==> src/rtl/rr_request_arbiter_pkg.sv <==
// Shared constants and state encoding for the 4-way round-robin request arbiter.
package arb_pkg;
  localparam int N_REQ        = 4;
  localparam int IDX_W        = 2;
  localparam int MAX_HOLD_DEF = 16;
  localparam int TO_W_DEF     = 5;

  localparam logic [1:0] ST_IDLE    = 2'd0;
  localparam logic [1:0] ST_GRANT   = 2'd1;
  localparam logic [1:0] ST_RELEASE = 2'd2;

  typedef logic [N_REQ-1:0] req_vec_t;
  typedef logic [IDX_W-1:0] idx_t;

  function automatic req_vec_t idx2onehot(idx_t i);
    return req_vec_t'(1) << i;
  endfunction
endpackage

==> src/rtl/rr_request_arbiter_if.sv <==
// Request/grant bundle between requesters (master) and the arbiter (slave).
interface rr_request_arbiter_if;
  import arb_pkg::*;
  req_vec_t req;
  logic     done;
  req_vec_t gnt;
  idx_t     gnt_idx;
  logic     gnt_valid;
  logic     busy;
  logic     timeout;

  modport master (output req, done, input gnt, gnt_idx, gnt_valid, busy, timeout);
  modport slave  (input req, done, output gnt, gnt_idx, gnt_valid, busy, timeout);
endinterface

==> src/rtl/rr_request_arbiter_pick.sv <==
// Combinational round-robin pick: first set req bit after last_ptr, wrapping.
module rr_pick
  import arb_pkg::*;
(
  input  req_vec_t req,
  input  idx_t     last_ptr,
  output idx_t     pick_idx,
  output logic     pick_any
);
  logic [N_REQ-1:0][IDX_W-1:0] cand;
  logic [N_REQ-1:0]            hit;

  // cand[k] is the (k+1)-th requester in search order after last_ptr
  for (genvar k = 0; k < N_REQ; k++) begin : g_cand
    assign cand[k] = last_ptr + IDX_W'(k + 1);
    assign hit[k]  = req[cand[k]];
  end

  always_comb begin
    pick_idx = '0;
    for (int k = N_REQ - 1; k >= 0; k--)
      if (hit[k]) pick_idx = cand[k];
  end

  assign pick_any = |req;
endmodule

==> src/rtl/rr_request_arbiter.sv <==
// Round-robin arbiter FSM with registered one-hot grant and done/release handshake.
// Optional forced release after MAX_HOLD grant cycles when ARB_TIMEOUT_EN is defined.
module rr_request_arbiter
  import arb_pkg::*;
#(
  parameter int MAX_HOLD = MAX_HOLD_DEF,
  parameter int TO_W     = TO_W_DEF
) (
  input  logic                 clk,
  input  logic                 rst_n,
  rr_request_arbiter_if.slave  bus
);
  logic [1:0] state;
  req_vec_t   gnt_q;
  idx_t       gnt_idx_q, last_ptr;
  idx_t       pick_idx;
  logic       pick_any;
  logic       rel_norm, force_rel, timeout_q;

  rr_pick u_pick (
    .req      (bus.req),
    .last_ptr (last_ptr),
    .pick_idx (pick_idx),
    .pick_any (pick_any)
  );

  assign rel_norm = bus.done | ~bus.req[gnt_idx_q];

`ifdef ARB_TIMEOUT_EN
  logic [TO_W-1:0] hold_cnt;

  // Counter sits at 0 outside GRANT, so it is already clear on entry.
  always_ff @(posedge clk or negedge rst_n) begin
    if (!rst_n)                hold_cnt <= '0;
    else if (state != ST_GRANT) hold_cnt <= '0;
    else                       hold_cnt <= hold_cnt + 1'b1;
  end

  assign force_rel = (state == ST_GRANT) && (hold_cnt == TO_W'(MAX_HOLD - 1));
`else
  assign force_rel = 1'b0;
`endif

  always_ff @(posedge clk or negedge rst_n) begin
    if (!rst_n) begin
      state     <= ST_IDLE;
      gnt_q     <= '0;
      gnt_idx_q <= '0;
      last_ptr  <= idx_t'(N_REQ - 1);
      timeout_q <= 1'b0;
    end else begin
      timeout_q <= 1'b0;
      case (state)
        ST_IDLE, ST_RELEASE: begin
          if (pick_any) begin
            state     <= ST_GRANT;
            gnt_q     <= idx2onehot(pick_idx);
            gnt_idx_q <= pick_idx;
          end else begin
            state <= ST_IDLE;
          end
        end
        ST_GRANT: begin
          if (rel_norm || force_rel) begin
            state     <= ST_RELEASE;
            gnt_q     <= '0;
            last_ptr  <= gnt_idx_q;
            timeout_q <= force_rel & ~rel_norm;
          end
        end
        default: begin
          state <= ST_IDLE;
          gnt_q <= '0;
        end
      endcase
    end
  end

  assign bus.gnt       = gnt_q;
  assign bus.gnt_idx   = gnt_idx_q;
  assign bus.gnt_valid = |gnt_q;
  assign bus.busy      = (state == ST_GRANT) || (state == ST_RELEASE);
`ifdef ARB_TIMEOUT_EN
  assign bus.timeout   = timeout_q;
`else
  assign bus.timeout   = 1'b0;
`endif
endmodule

==> src/flat_wrapper.sv <==
// flat-port wrapper written by rule: the top's interface ports become plain ports
module rr_request_arbiter_flat import arb_pkg::*;
#(
  parameter int MAX_HOLD = MAX_HOLD_DEF,
  parameter int TO_W     = TO_W_DEF
)
  (clk, rst_n, bus_req, bus_done, bus_gnt, bus_gnt_idx, bus_gnt_valid, bus_busy, bus_timeout);
  rr_request_arbiter_if bus_i ();
  input  logic clk;
  input  logic rst_n;
  input wire logic [$bits(bus_i.req)-1:0] bus_req;
  input wire logic [$bits(bus_i.done)-1:0] bus_done;
  output wire logic [$bits(bus_i.gnt)-1:0] bus_gnt;
  output wire logic [$bits(bus_i.gnt_idx)-1:0] bus_gnt_idx;
  output wire logic [$bits(bus_i.gnt_valid)-1:0] bus_gnt_valid;
  output wire logic [$bits(bus_i.busy)-1:0] bus_busy;
  output wire logic [$bits(bus_i.timeout)-1:0] bus_timeout;
  assign bus_i.req = bus_req;
  assign bus_i.done = bus_done;
  assign bus_gnt = bus_i.gnt;
  assign bus_gnt_idx = bus_i.gnt_idx;
  assign bus_gnt_valid = bus_i.gnt_valid;
  assign bus_busy = bus_i.busy;
  assign bus_timeout = bus_i.timeout;
  rr_request_arbiter #(.MAX_HOLD(MAX_HOLD), .TO_W(TO_W)) u_core (.clk(clk), .rst_n(rst_n), .bus(bus_i));
endmodule
==> config.mk <==
export PLATFORM = sky130hd
export DESIGN_NAME = rr_request_arbiter_flat
export DESIGN_NICKNAME = d
export VERILOG_FILES = /design/src/rtl/rr_request_arbiter_pkg.sv /design/src/rtl/rr_request_arbiter_if.sv /design/src/rtl/rr_request_arbiter_pick.sv /design/src/rtl/rr_request_arbiter.sv /design/src/flat_wrapper.sv
export SDC_FILE = /design/constraint.sdc
export NUM_CORES = 1
export LEC_CHECK = 0
export ABC_AREA = 1
export CORE_ASPECT_RATIO = 1.1
export CORE_MARGIN = 4
export CORE_UTILIZATION = 35
export DETAILED_ROUTE_END_ITERATION = 10
export SKIP_CTS_REPAIR_TIMING = 1
export SYNTH_ARGS = -nofsm -noshare
export SYNTH_HDL_FRONTEND = slang
export SYNTH_SLANG_ARGS = --single-unit
==> constraint.sdc <==
create_clock -name clk -period 1.3 [get_ports clk]
set_input_delay 0.26 -clock clk [delete_from_list [all_inputs] [get_ports clk]]
set_output_delay 0.26 -clock clk [all_outputs]
set_load 0.1 [all_outputs]
==> run metrics <==
result of the run=complete, but fails checks; failing checks=setup timing; sink count of the clock tree=10; Pins Over Slew Limit=0; CP max FO=2; Die X=53.1 µm; hold_ws=0.286 ns; Top-Level Pins=16; CTS Buf Count=3; number of global-route vias before repair=727; overall routed net length=1950 µm; Finished Core Util=0.654; Layout Nets=151; final worst setup slack=-0.379 ns; setup clock skew after layout=0.00122 ns; primary flip-flop cell chosen by synthesis mapping=sky130_fd_sc_hd__dfrtp_1; Seq/Total Area, Yosys=0.323; maximum clock frequency=0.596 GHz; leading cell type by number of instances after synthesis=sky130_fd_sc_hd__nand2_1; type of the most critical hold path=primary input to asynchronous set/reset pin; iteration count of the initial detailed-routing pass=4; number of antenna violations at the first check in global routing=0; root buffer cell=sky130_fd_sc_hd__clkbuf_4; Worst Setup End Kind=output pin; final weighted congestion of routability-driven global placement=0.762; most used standard cells in the synthesized netlist=30 x sky130_fd_sc_hd__nand2_1, 17 x sky130_fd_sc_hd__nand2_2, 10 x sky130_fd_sc_hd__inv_1; proportion of netlist area held by the largest area contributor=0.256; Die Footprint=3060 µm²; filler cell count=183; count of distinct cell types in the synthesized netlist=23; total inserted antenna cells=0; data required time of the worst path=1.04 ns; pin count of the biggest net entering global routing=11; Hold Fails Final Rpt=0; H-Tree Depth=1; area of the mapped netlist=782 µm²; clock tree from TritonCTS=done; DR DRC count=0; number of synthesized register bits=10; setup repair after global routing missed its margin=yes; gate count of the mapped netlist=107; final routed wire length divided by cell count=11.6 µm; first-pass GRT wire length=3200 µm; Detail Route Antenna Nets=0; via/cell ratio=4.54; Final Cycle Share=1.29; category of the most critical setup path=flip-flop to output pin; final setup violation count=11; initial standard-cell utilization of the core=0.379; area used by sequential logic in the layout=268 µm²; std cell rows=17; warning count from the yosys run=0; leading cell types by total area after synthesis=sky130_fd_sc_hd__dfrtp_1 26%, sky130_fd_sc_hd__nand2_1 14%, sky130_fd_sc_hd__nand2_2 14%; total cell area at the placement stage=1160 µm²; height of the die=57.6 µm; synthesized area per cell=7.31 µm²; total grt overflow=0; number of enable-type register cells in the synthesized netlist=0; combined area of the multi-input logic cells=571 µm²; Bufs on Longest Clock Path=2; count of input and output buffers=14; share of async-settable or async-resettable flops after synthesis=1.00; core footprint=2060 µm²; Tmin final=1.68 ns; biggest area consumer among synthesized cells=sky130_fd_sc_hd__dfrtp_1; clock-pin slew on the worst setup and hold paths=0.07 ns; clock latency reported for the late side of the worst-skew pair=0.28 ns; endpoint arrival time on the critical path=1.42 ns; dpl hpwl=1520 µm; global-route usage over all layers=0.142; final cell area excluding filler cells=1350 µm²; count of routing violations after the opening detailed-route iteration=6; crit start category=flip-flop; max-cap violations=0; fraction of final layout cells sized beyond drive strength 1=0.643; net count after synthesis=117; Layout Area Growth over Synthesis=72.6%; via count=763
[flip-flops by register name, summed over array words and instances (netlist names)]
name                cells
u_core.bus.gnt          4
u_core.bus.gnt_idx      2
u_core.state            2
u_core.last_ptr         2
[worst max-delay path, cell delays in order, from the launching register on]
cell and delay [ns]:
sky130_fd_sc_hd__dfrtp_2 0.41, sky130_fd_sc_hd__or4_4 0.54, sky130_fd_sc_hd__buf_12 0.18
[final timing paths]
check                                    from                    end  slack, ns  cells past startpoint
setup / recovery            u_core.bus.gnt[1]          bus_gnt_valid      -0.38                      2
hold / removal                          rst_n  u_core.bus.gnt_idx[1]       0.29                      1
setup reg to reg           u_core.last_ptr[0]  u_core.bus.gnt_idx[0]      -0.24                     11
hold reg to reg               u_core.state[1]        u_core.state[1]       0.56                      2
max in group asynchronous               rst_n  u_core.bus.gnt_idx[0]       0.67                      1
min in group clk              u_core.state[1]        u_core.state[1]       0.56                      2
[cells by family after synthesis]
kind of cell / after synthesis / synth area share
AO/OA/AOI/OAI: 10 / 0.0992
adder cells (fa/ha/maj): 3 / 0.0480
buffers and inverters: 18 / 0.110
flip-flops: 10 / 0.323
other: 1 / 0.00480
AND/OR/NAND/NOR: 65 / 0.414
[metal layers]
metal,track usage,up-vias,share of wire
met5,0,-,0
met1,0.178,346,0.42
met4,0.0766,0,0.024
met3,0.0209,5,0.029
met2,0.230,11,0.53
li1,-,401,-
[metrics by stage]
step | worst slack, ns | setup TNS [ns] | instances
after global placement | -0.347 | -2.63 | 160
after detailed placement | -0.345 | -2.73 | 160
after global routing | -0.393 | -2.56 | 168
final | -0.379 | -1.82 | 168
after CTS | -0.445 | -2.00 | 164
after floorplan | -0.319 | -0.663 | 107
[area by class of cell]
cell class | count | share of cell area
Multi-Input combinational cell | 79 | 0.423
Timing Repair Buffer | 31 | 0.272
Sequential cell | 10 | 0.198
Inverter | 16 | 0.0538
Clock buffer | 4 | 0.0269
Tap cell | 28 | 0.0260
[layout by cell type, fill, tap and decap left out, drive strengths merged]
cell / n
buf: 25
dfrtp: 8
o21ai: 7
inv: 16
dfstp: 2
nand3b: 1
or4: 1
ha: 3
and2: 1
dlymetal6s2s: 2
a21oi: 2
a31oi: 1
nand2: 47
conb: 1
clkdlybuf4s50: 4
nand4: 2
nor2: 3
nand3: 10
clkbuf: 4
Power is not shown: default switching activity piles up to over one toggle a cycle in this logic, so the estimate is an artifact.
